===== src/rtl/tone_pkg.sv =====
// ---------------------------------------------------------------------------
// tone_pkg
// Shared definitions for the buzzer tone generator:
//   tone_state_e    - controller state encoding (IDLE / RUN / GAP)
//   TONE_CNT_W      - default width of period / compare values
//   TONE_GAP_CYCLES - default articulation gap length in clk cycles
//   MIN_ARR         - smallest period value that produces a tone
//   gap_width()     - width of the articulation gap down-counter
// ---------------------------------------------------------------------------
package tone_pkg;

  typedef enum logic [1:0] {
    IDLE = 2'd0,
    RUN  = 2'd1,
    GAP  = 2'd2
  } tone_state_e;

  localparam int TONE_CNT_W      = 32;
  localparam int TONE_GAP_CYCLES = 500000;  // 10 ms at 50 MHz
  localparam int MIN_ARR         = 2;       // periods below this are silence

  // Counter width able to hold GAP_CYCLES-1, never less than one bit.
  function automatic int gap_width(input int cycles);
    return (cycles > 1) ? $clog2(cycles) : 1;
  endfunction

endpackage


===== src/rtl/tone_pwm_gen_if.sv =====
// ---------------------------------------------------------------------------
// tone_pwm_gen_if
// Connection between the song/note sequencer and the tone generator.
//   cnt_en       - run enable (sequencer -> generator)
//   counter_arr  - tone period in clk cycles (sequencer -> generator)
//   counter_ccr  - high time in clk cycles (sequencer -> generator)
//   note_strobe  - one-cycle beat boundary pulse (sequencer -> generator)
//   o_pwn        - registered buzzer drive (generator -> sequencer/pin)
//   period_done  - pulse on the last cycle of each active period
//   busy         - generator is playing or in an articulation gap
// Modports: master = sequencer side, slave = tone generator side.
// ---------------------------------------------------------------------------
interface tone_pwm_gen_if
  import tone_pkg::*;
#(
  parameter int CNT_W = TONE_CNT_W
);

  logic             cnt_en;
  logic [CNT_W-1:0] counter_arr;
  logic [CNT_W-1:0] counter_ccr;
  logic             note_strobe;
  logic             o_pwn;
  logic             period_done;
  logic             busy;

  modport master (
    output cnt_en, counter_arr, counter_ccr, note_strobe,
    input  o_pwn, period_done, busy
  );

  modport slave (
    input  cnt_en, counter_arr, counter_ccr, note_strobe,
    output o_pwn, period_done, busy
  );

endinterface


===== src/rtl/tone_gap_timer.sv =====
// ---------------------------------------------------------------------------
// tone_gap_timer
// Down-counter timing the silent articulation gap between beats.
//   clk    - system clock
//   rst_n  - asynchronous active-low reset (count cleared to 0)
//   load   - restart the gap at GAP_CYCLES-1 (has priority over dec)
//   dec    - count down one step; holds at zero
//   done   - count is zero (the current cycle is the last gap cycle)
// ---------------------------------------------------------------------------
module tone_gap_timer
  import tone_pkg::*;
#(
  parameter int GAP_CYCLES = TONE_GAP_CYCLES
) (
  input  logic clk,
  input  logic rst_n,
  input  logic load,
  input  logic dec,
  output logic done
);

  localparam int                 GAP_W    = gap_width(GAP_CYCLES);
  localparam logic [GAP_W-1:0]   GAP_LOAD = GAP_W'(GAP_CYCLES - 1);

  logic [GAP_W-1:0] gap_cnt_reg;

  always_ff @(posedge clk or negedge rst_n) begin
    if (!rst_n) begin
      gap_cnt_reg <= '0;
    end else if (load) begin
      gap_cnt_reg <= GAP_LOAD;
    end else if (dec && (gap_cnt_reg != '0)) begin
      gap_cnt_reg <= gap_cnt_reg - GAP_W'(1);
    end
  end

  assign done = (gap_cnt_reg == '0);

endmodule


===== src/rtl/tone_pwm_gen.sv =====
// ---------------------------------------------------------------------------
// tone_pwm_gen
// Square-wave tone generator for the passive buzzer. Period and compare
// values are double-buffered and only picked up at a period boundary, and
// every beat boundary (note_strobe) inserts a short silent gap.
//   clk    - system clock
//   rst_n  - asynchronous active-low reset
//   bus    - tone_pwm_gen_if.slave: cnt_en, counter_arr, counter_ccr,
//            note_strobe in; o_pwn, period_done, busy out
// ---------------------------------------------------------------------------
module tone_pwm_gen
  import tone_pkg::*;
#(
  parameter int CNT_W      = TONE_CNT_W,
  parameter int GAP_CYCLES = TONE_GAP_CYCLES
) (
  input  logic           clk,
  input  logic           rst_n,
  tone_pwm_gen_if.slave  bus
);

  tone_state_e      state_reg;
  logic [CNT_W-1:0] cnt_reg;
  logic [CNT_W-1:0] arr_sh_reg;
  logic [CNT_W-1:0] ccr_sh_reg;
  logic             o_pwn_reg;

  logic             start_ok;
  logic             period_end;
  logic             gap_load;
  logic             gap_dec;
  logic             gap_done;

  // A period value below MIN_ARR means "no tone".
  assign start_ok = (bus.counter_arr >= CNT_W'(MIN_ARR));

  // arr_sh_reg is always >= MIN_ARR while in RUN, so the subtraction
  // cannot wrap when it matters.
  assign period_end = (cnt_reg == (arr_sh_reg - CNT_W'(1)));

  // A strobe in RUN starts the gap; a strobe in GAP restarts it.
  assign gap_load = bus.cnt_en && bus.note_strobe && (state_reg != IDLE);
  assign gap_dec  = bus.cnt_en && (state_reg == GAP);

  tone_gap_timer #(
    .GAP_CYCLES (GAP_CYCLES)
  ) u_gap_timer (
    .clk   (clk),
    .rst_n (rst_n),
    .load  (gap_load),
    .dec   (gap_dec),
    .done  (gap_done)
  );

  always_ff @(posedge clk or negedge rst_n) begin
    if (!rst_n) begin
      state_reg  <= IDLE;
      cnt_reg    <= '0;
      arr_sh_reg <= '0;
      ccr_sh_reg <= '0;
      o_pwn_reg  <= 1'b0;
    end else if (!bus.cnt_en) begin
      // Frozen: state and counters hold, output is silenced.
      o_pwn_reg <= 1'b0;
    end else begin
      case (state_reg)
        IDLE: begin
          o_pwn_reg <= 1'b0;
          if (start_ok) begin
            arr_sh_reg <= bus.counter_arr;
            ccr_sh_reg <= bus.counter_ccr;
            cnt_reg    <= '0;
            state_reg  <= RUN;
          end
        end

        RUN: begin
          if (bus.note_strobe) begin
            cnt_reg   <= '0;
            o_pwn_reg <= 1'b0;
            state_reg <= GAP;
          end else begin
            // ccr >= arr gives 100% duty, ccr == 0 gives 0% duty.
            o_pwn_reg <= (cnt_reg < ccr_sh_reg);
            if (period_end) begin
              cnt_reg    <= '0;
              arr_sh_reg <= bus.counter_arr;
              ccr_sh_reg <= bus.counter_ccr;
              if (!start_ok) begin
                state_reg <= IDLE;
              end
            end else begin
              cnt_reg <= cnt_reg + CNT_W'(1);
            end
          end
        end

        GAP: begin
          o_pwn_reg <= 1'b0;
          // A strobe on the last gap cycle restarts the gap instead.
          if (!bus.note_strobe && gap_done) begin
            if (start_ok) begin
              arr_sh_reg <= bus.counter_arr;
              ccr_sh_reg <= bus.counter_ccr;
              cnt_reg    <= '0;
              state_reg  <= RUN;
            end else begin
              state_reg <= IDLE;
            end
          end
        end

        default: begin
          o_pwn_reg <= 1'b0;
          state_reg <= IDLE;
        end
      endcase
    end
  end

  // Strobe wins over period end: no period_done on a cut-short period.
  assign bus.period_done = bus.cnt_en && (state_reg == RUN) &&
                           !bus.note_strobe && period_end;
  assign bus.busy        = (state_reg != IDLE);
  assign bus.o_pwn       = o_pwn_reg;

endmodule


===== src/flat_wrapper.sv =====
// flat-port wrapper written by rule: the top's interface ports become plain ports
module tone_pwm_gen_flat import tone_pkg::*;
#(
  parameter int CNT_W      = TONE_CNT_W,
  parameter int GAP_CYCLES = TONE_GAP_CYCLES
)
  (clk, rst_n, bus_cnt_en, bus_counter_arr, bus_counter_ccr, bus_note_strobe, bus_o_pwn, bus_period_done, bus_busy);
  tone_pwm_gen_if #(.CNT_W(CNT_W)) bus_i ();
  input  logic clk;
  input  logic rst_n;
  input wire logic [$bits(bus_i.cnt_en)-1:0] bus_cnt_en;
  input wire logic [$bits(bus_i.counter_arr)-1:0] bus_counter_arr;
  input wire logic [$bits(bus_i.counter_ccr)-1:0] bus_counter_ccr;
  input wire logic [$bits(bus_i.note_strobe)-1:0] bus_note_strobe;
  output wire logic [$bits(bus_i.o_pwn)-1:0] bus_o_pwn;
  output wire logic [$bits(bus_i.period_done)-1:0] bus_period_done;
  output wire logic [$bits(bus_i.busy)-1:0] bus_busy;
  assign bus_i.cnt_en = bus_cnt_en;
  assign bus_i.counter_arr = bus_counter_arr;
  assign bus_i.counter_ccr = bus_counter_ccr;
  assign bus_i.note_strobe = bus_note_strobe;
  assign bus_o_pwn = bus_i.o_pwn;
  assign bus_period_done = bus_i.period_done;
  assign bus_busy = bus_i.busy;
  tone_pwm_gen #(.CNT_W(CNT_W), .GAP_CYCLES(GAP_CYCLES)) u_core (.clk(clk), .rst_n(rst_n), .bus(bus_i));
endmodule

===== config.mk =====
export PLATFORM = sky130hd
export DESIGN_NAME = tone_pwm_gen_flat
export DESIGN_NICKNAME = d
export VERILOG_FILES = /design/src/rtl/tone_pkg.sv /design/src/rtl/tone_pwm_gen_if.sv /design/src/rtl/tone_gap_timer.sv /design/src/rtl/tone_pwm_gen.sv /design/src/flat_wrapper.sv
export SDC_FILE = /design/constraint.sdc
export NUM_CORES = 1
export LEC_CHECK = 0
export ABC_AREA = 1
export CORE_MARGIN = 2
export CORE_UTILIZATION = 45
export CTS_CLUSTER_SIZE = 8
export DETAILED_ROUTE_END_ITERATION = 16
export MAX_ROUTING_LAYER = met4
export PLACE_DENSITY = 0.62
export SYNTH_ARGS = -nofsm -noshare
export SYNTH_HDL_FRONTEND = slang
export SYNTH_SLANG_ARGS = --single-unit

===== constraint.sdc =====
create_clock -name clk -period 3.9 [get_ports clk]
set_input_delay 0.975 -clock clk [delete_from_list [all_inputs] [get_ports clk]]
set_output_delay 0.975 -clock clk [all_outputs]
set_load 0.03 [all_outputs]

==> reports/metrics.csv, run 1 <==
stage;metric;value;unit
run_status;outcome;finished clean;
place;dpl ws;0.193;ns
synthesis;top cells by area, synth;dfrtp_1, nand2_1, nor2_1, nand3_1, inv_1;
synthesis;Syn Inst Count;1186;
sta;Fin. Hold Viols;0;
finish;Layout fillers;1858;
drt;Post-route DRC;0;
synthesis;#FFs+latches synth;118;
clock_tree;CTS buffer count;17;
sta;setup tns final;0;ns
setup_path;Crit. End Element;output pin;
drt;First-pass DRT Iterations;5;
synthesis;syn nets;1288;
pwr;Net Switching;2.88;mW
synthesis;cell taking the most area after synthesis;dfrtp_1;
pwr;Leak;4.87;nW
pwr;part of the power in the clock network;24.4;%
setup_path;Data required, critical path;2.92;ns
place;GPL Wtd Cong;0.905;
synthesis;synth unique cells;47;
synthesis;sequential area share after synthesis;35.0;%
clock_tree;clock sinks;118;
clock_tree;Hold-fix buffers, CTS;0;
sta;WHS;0.471;ns
synthesis;Post-synth top flop;dfrtp_1;
drt;drt wl/cell;15.6;microns
clock_tree;Worst-Skew Late Latency;0.42;ns
synthesis;syn_area_per_cell;7.11;sq um
finish;# nets final;1365;
synthesis;Synth top cells by count;nand2_1, nor2_1, inv_1;
clock_tree;CTS clk-pin slew, worst paths;0.06;ns
setup_path;Worst EP arrival;2.68;ns
pwr;Worst VDD drop;0.00110;V
global_route;first-pass GRT wire length;39.4;mm
floorplan;number of placed I/O pins;71;
synthesis;asr flop ratio synth;100;%
setup_path;CP max FO;9;
pwr;Tot Pwr;6.40;mW
finish;Area Overhead vs Synth;18.0;%
place;DPL Wire Length;18.2;mm
sta;RSZ-0062 raised after global routing;false;
drt;Final ANT Viol Nets;0;
floorplan;Die ar.;19800;sq um
global_route;largest net degree at the start of global routing;55;
hold_path;worst min path class;reg2reg;
setup_path;crit path launch type;flop;
finish;diode count;0;
pwr;power per cell area;644;nW/um^2
clock_tree;CTS H-tree lvls;4;
floorplan;row count;50;
sta;final setup vio count;0;
drt;Via-to-Cell Ratio;5.17;
clock_tree;CTS tree;done;
finish;Post-Layout Cell Count;1510;
sta;clk_skew;0.0117;ns
drt;routed via count;7800;
pwr;Sw Ratio;44.9;%
place;IO Port Bufs;70;
floorplan;Die Wd;141;microns
floorplan;core footprint;18500;sq um
setup_path;slowest CP cell;dfrtp_1;
sta;final worst slack;0.244;ns
floorplan;initial core utilization;45.5;%
global_route;vias in the first global route;7528;
synthesis;Syn Std Cell Area;8430;sq um
job;Max Cap Viol;0;
synthesis;Synth top area share;35.0;%
place;Placed Cells;1478;
setup_path;crit-path cells;inv_1 -> ha_1 -> nand2_2 -> nor2_8 -> nand3_1 -> nand2_1 -> nand3_1 -> a211oi_1 -> nand3_1 -> nor2_1 -> nand2_1 -> nor2_1 -> clkbuf_2;
sta;worst slew pin tran;1.26;ns
synthesis;top-count cell post-synth;nand2_1;
sta;Final period util;93.7;%
drt;Iter 0 DRT Violations;476;
sta;Min Clock Period, post-route;3.66;ns
setup_path;CP most frequent cell;nand3_1;
setup_path;Crit path largest cell delay;0.40;ns
pwr;combinational fraction of design power;45.7;%
floorplan;die span in y;141;microns
sta;Max Clock Freq;274;MHz
synthesis;Synth Warn #;0;
sta;max-slew violation count;0;
synthesis;EDFF count, synth;0;
global_route;Tot GR Track Use;26.0;%
clock_tree;clock root buffer;clkbuf_16;
place;Area after DPL;9370;sq um
sta;Slew HR;15.8;%
finish;post-route cell area;9940;sq um
setup_path;crit path kind;reg2out;
finish;end-of-flow core utilization;53.7;%
clock_tree;clk buf depth;2;
pwr;Internal;3.53;mW
pwr;sequential power share;30.0;%
global_route;antenna violations before repair;0;
global_route;GRT overflow;0;
drt;Total Routed Length;23.5;mm
finish;share of cells above drive strength 1;9.01;%
[routing by layer]
metal,GRT usage (%),wire length [microns]
met1,34.6,10900
met2,40.9,11100
met3,4.79,1090
met4,7.26,394
met5,-,0
[logic make-up (layout without fill, tap and decap cells)]
kind of cell | Yosys count | in the layout | synth area share, %
simple gates | 696 | 696 | 37.4
flops | 118 | 118 | 35.0
xor+xnor | 53 | 53 | 5.60
buf+inv | 165 | 255 | 8.97
fa+ha+maj | 34 | 34 | 5.05
compound gates | 120 | 120 | 8.00
[power by group through the flow]
| stage | clock [mW] | sequential, mW | combinational (mW) |
|---|---|---|---|
| finish | 1.56 | 1.92 | 2.92 |
| global route | 1.63 | 1.98 | 3.36 |
| CTS | 1.58 | 1.92 | 2.94 |
| detailed placement | 0 | 1.94 | 2.93 |
| global placement | 0 | 1.92 | 2.92 |
| floorplan | 0 | 1.85 | 2.31 |
[area by class of cell]
cell class | count | area (sq um) | share of cell area (%)
Inverter | 127 | 477 | 4.79
Clock buffer | 18 | 429 | 4.32
Multi-Input combinational cell | 903 | 4730 | 47.5
Tap cell | 234 | 293 | 2.94
Sequential cell | 118 | 2950 | 29.7
Clock inverter | 14 | 151 | 1.52
Timing Repair Buffer | 96 | 913 | 9.18
[what timing repair did]
item / in CTS / in global routing
pin swaps: 0 / 0
buffers inserted: 0 / 0
resized for setup: 1 / 2
setup endpoints to repair: 1 / 1
gates cloned: 0 / 0
[cell usage in the layout (no fill, tap or decap), types with 3 or more instances in the layout]
master and n:
nand3_1 103, nand4_1 28, nand3_2 25, o21bai_1 5
ha_1 34, nor2_2 11, buf_4 25, clkinvlp_4 5
o21ai_0 32, inv_1 121, nor2_4 4, clkdlybuf4s50_1 68
xnor2_1 22, nand2_1 342, dfrtp_1 118, nand2_4 3
inv_6 3, a21o_1 5, nor3_1 18, inv_2 4
clkbuf_16 17, xor2_1 30, nor2_1 139, nand2_2 4
a211oi_1 5, o21ai_1 4, a21oi_1 58, nand3b_1 8
[worst max-delay path, delay by kind of cell (launching register included)]
family	cells	cell delay, ns
AO/OA/AOI/OAI	1	0.19
adder cells (fa/ha/maj)	1	0.24
buffers and inverters	2	0.31
flip-flops	1	0.40
AND/OR/NAND/NOR	9	1.11
[path summary, 6_finish.rpt]
path / startpoint / to / slack (ns) / depth (start not counted)
min in group asynchronous: rst_n / u_core.arr_sh_reg[1] / 0.56 / 1
worst max-delay path: u_core.arr_sh_reg[0] / bus_period_done / 0.24 / 13
worst min register to register: u_core.ccr_sh_reg[26] / u_core.ccr_sh_reg[26] / 0.47 / 2
max in group asynchronous: rst_n / u_core.cnt_reg[30] / 2.59 / 2
worst max register to register: u_core.arr_sh_reg[5] / u_core.arr_sh_reg[9] / 0.95 / 15
worst min-delay path: u_core.ccr_sh_reg[26] / u_core.ccr_sh_reg[26] / 0.47 / 2
Power figures use the tool's default switching activity.
==> run 2: changes to the inputs <==
Settings changed: CTS_CLUSTER_SIZE 8 to 12.
==> results of run 2 <==
The final DEF is identical to that of run 1; final timing and power are the same.
==> run 3: changes to the inputs <==
Settings changed: RECOVER_POWER set to 50.
Clock period 3.9 ns to 4.15 ns, I/O delays scaled along.
==> run 3 against run 2 <==
Clock-buffer cell count rose by 1; critical path depth is 1 lower; via count up 0.23%; clock power increased by 4%; setup slack better by 0.14 ns; die area unchanged; first-iteration DRC count is 16% higher; sequential share of layout area barely moved; critical path type unchanged; largest cell class unchanged; largest power group unchanged.
==> reports/metrics.csv, run 3 (synthesis results as in run 1) <==
stage;metric;value;unit;change
finish;most common cell after layout, fill and taps aside;nand2_1;;
setup_path;slowest CP cell;dfrtp_1;;
drt;Iter 0 DRT Violations;553;;+16%
sta;clk_skew;0.0123;ns;+0.000610 ns
floorplan;Die Wd;141;microns;unchanged
pwr;Internal;3.46;mW;-1.8%
sta;setup tns final;0;ns;unchanged
clock_tree;clock sinks;118;;unchanged
clock_tree;Worst-Skew Late Latency;0.43;ns;about the same
finish;Area Overhead vs Synth;18.0;%;about the same
job;Max Cap Viol;0;;unchanged
global_route;GRT overflow;0;;unchanged
pwr;Sw Ratio;44.0;%;-0.97 points
floorplan;die span in y;141;microns;unchanged
setup_path;crit path kind;reg2out;;
place;GPL Wtd Cong;0.904;;-0.20%
setup_path;crit path launch type;flop;;
sta;Slew HR;3.72;%;-12 points
pwr;sequential power share;29.4;%;-0.6 points
setup_path;CP max FO;12;;+3
drt;First-pass DRT Iterations;5;;unchanged
clock_tree;clk buf depth;2;;unchanged
clock_tree;CTS clk-pin slew, worst paths;0.07;ns;about the same
drt;Final ANT Viol Nets;0;;unchanged
finish;area of the multi-input gates;4730;sq um;unchanged
floorplan;initial core utilization;45.5;%;unchanged
finish;share of cells above drive strength 1;8.44;%;-0.57 points
sta;Final period util;90.7;%;
finish;diode count;0;;unchanged
pwr;part of the power in the clock network;26.2;%;+1.8 points
drt;Via-to-Cell Ratio;5.21;;+0.76%
clock_tree;setup bufs post-CTS;0;;unchanged
drt;Total Routed Length;23.6;mm;+0.37%
finish;# nets final;1357;;-0.59%
clock_tree;clock root buffer;clkbuf_16;;
sta;max-slew violation count;0;;unchanged
drt;routed via count;7818;;+0.23%
setup_path;crit-path cells;nor2_1 -> nand2_1 -> nor2_4 -> nand2_2 -> o21ai_1 -> nand2_1 -> nor3b_1 -> nand3_1 -> nor2_1 -> nand2_1 -> nor2_1 -> clkbuf_2;;
run_status;outcome;finished clean;;
floorplan;number of placed I/O pins;71;;unchanged
pwr;Worst VDD drop;0.000388;V;-65%
sta;RSZ-0062 raised after global routing;false;;
sta;Min Clock Period, post-route;3.77;ns;
global_route;largest net degree at the start of global routing;55;;unchanged
drt;drt wl/cell;15.7;microns;+0.90%
floorplan;core footprint;18500;sq um;unchanged
sta;Fin. Hold Viols;0;;unchanged
clock_tree;CTS tree;done;;
finish;most frequent cells in the layout;nand2_1, nor2_1, inv_1;;
pwr;combinational fraction of design power;44.5;%;-1.2 points
clock_tree;CTS H-tree lvls;4;;unchanged
setup_path;Buf/Inv on CP;1;;-1
setup_path;Crit path largest cell delay;0.42;ns;+0.02 ns
pwr;Net Switching;2.72;mW;-5.6%
finish;post-route cell area;9940;sq um;about the same
floorplan;row count;50;;unchanged
sta;worst slew pin tran;1.44;ns;+0.183 ns
place;DPL Wire Length;18.3;mm;+0.57%
clock_tree;Hold-fix buffers, CTS;0;;unchanged
setup_path;Crit. End Element;output pin;;
global_route;antenna violations before repair;0;;unchanged
place;Area after DPL;9320;sq um;-0.51%
global_route;vias in the first global route;7611;;+1.1%
drt;Post-route DRC;0;;unchanged
clock_tree;CTS buffer count;17;;unchanged
setup_path;Worst EP arrival;2.73;ns;+0.05 ns
pwr;power per cell area;621;nW/um^2;-3.5%
sta;Max Clock Freq;266;MHz;
finish;Reg area;2950;sq um;unchanged
place;IO Port Bufs;70;;unchanged
hold_path;worst min path class;reg2reg;;
finish;Layout fillers;1879;;+1.1%
floorplan;Die ar.;19800;sq um;unchanged
global_route;first-pass GRT wire length;38.9;mm;-1.3%
pwr;Leak;4.86;nW;-0.19%
sta;final setup vio count;0;;unchanged
global_route;Tot GR Track Use;25.7;%;-0.23 points
setup_path;crit-path leading delay family;simple AND/OR/NAND/NOR gates;;
setup_path;Data required, critical path;3.11;ns;+0.19 ns
==> run 3: worst min-delay path, cell delays in order, from the launching register on <==
cell and delay (ns):
dfrtp_1 0.34, nand2_1 0.05, nand2_1 0.05
==> run 3: power by group through the flow <==
stage / registers (mW) / logic, mW / clock network, mW
final: 1.81 / 2.75 / 1.62
after CTS: 1.81 / 2.76 / 1.64
after detailed placement: 1.83 / 2.75 / 0
after global placement: 1.81 / 2.72 / 0
after global routing: 1.86 / 3.13 / 1.70
after floorplan: 1.74 / 2.17 / 0
==> run 3: layout make-up <==
| cell class | instances | share of cell area (%) |
|---|---|---|
| Multi-Input combinational cell | 903 | 47.6 |
| Sequential cell | 118 | 29.7 |
| Timing Repair Buffer | 88 | 8.49 |
| Inverter | 127 | 4.79 |
| Clock buffer | 19 | 4.56 |
| Tap cell | 234 | 2.94 |
| Clock inverter | 13 | 1.96 |
==> run 3: through the flow <==
stage | utilization [%] | instances | power, mW | hold slack, ns | worst slack (ns)
6_report | 53.7 | 1502 | 6.18 | 0.471 | 0.385
5_1_grt | 53.7 | 1502 | 6.69 | 0.491 | 0.130
4_1_cts | 53.8 | 1502 | 6.21 | 0.473 | 0.205
3_5_place_dp | 50.3 | 1470 | 4.57 | 0.460 | 0.394
3_3_place_gp | 50.3 | 1470 | 4.54 | 0.457 | 0.408
2_1_floorplan | - | 1186 | 3.91 | 0.442 | 1.05
==> run 3: worst paths after layout <==
path	start	to	slack [ns]	depth (start not counted)
worst max-delay path	u_core.arr_sh_reg[5]	bus_period_done	0.38	12
worst min-delay path	u_core.ccr_sh_reg[31]	u_core.ccr_sh_reg[31]	0.47	2
worst max register to register	u_core.arr_sh_reg[0]	u_core.arr_sh_reg[10]	0.97	15
worst min register to register	u_core.ccr_sh_reg[31]	u_core.ccr_sh_reg[31]	0.47	2
max in group asynchronous	rst_n	u_core.ccr_sh_reg[18]	1.32	2
min in group asynchronous	rst_n	u_core.arr_sh_reg[0]	0.96	1
==> run 3: repair_timing <==
item	in CTS	in global routing
gates resized for setup	1	2
hold endpoints to repair	0	0
setup endpoints to repair	1	1
==> run 3: routing by layer <==
metal | wire length [microns] | up-vias | global-route usage, %
met4 | 680 | 0 | 8.79
met3 | 864 | 47 | 4.31
met2 | 11200 | 146 | 41.6
met1 | 10900 | 3647 | 33.0
met5 | 0 | - | -
li1 | - | 3978 | -
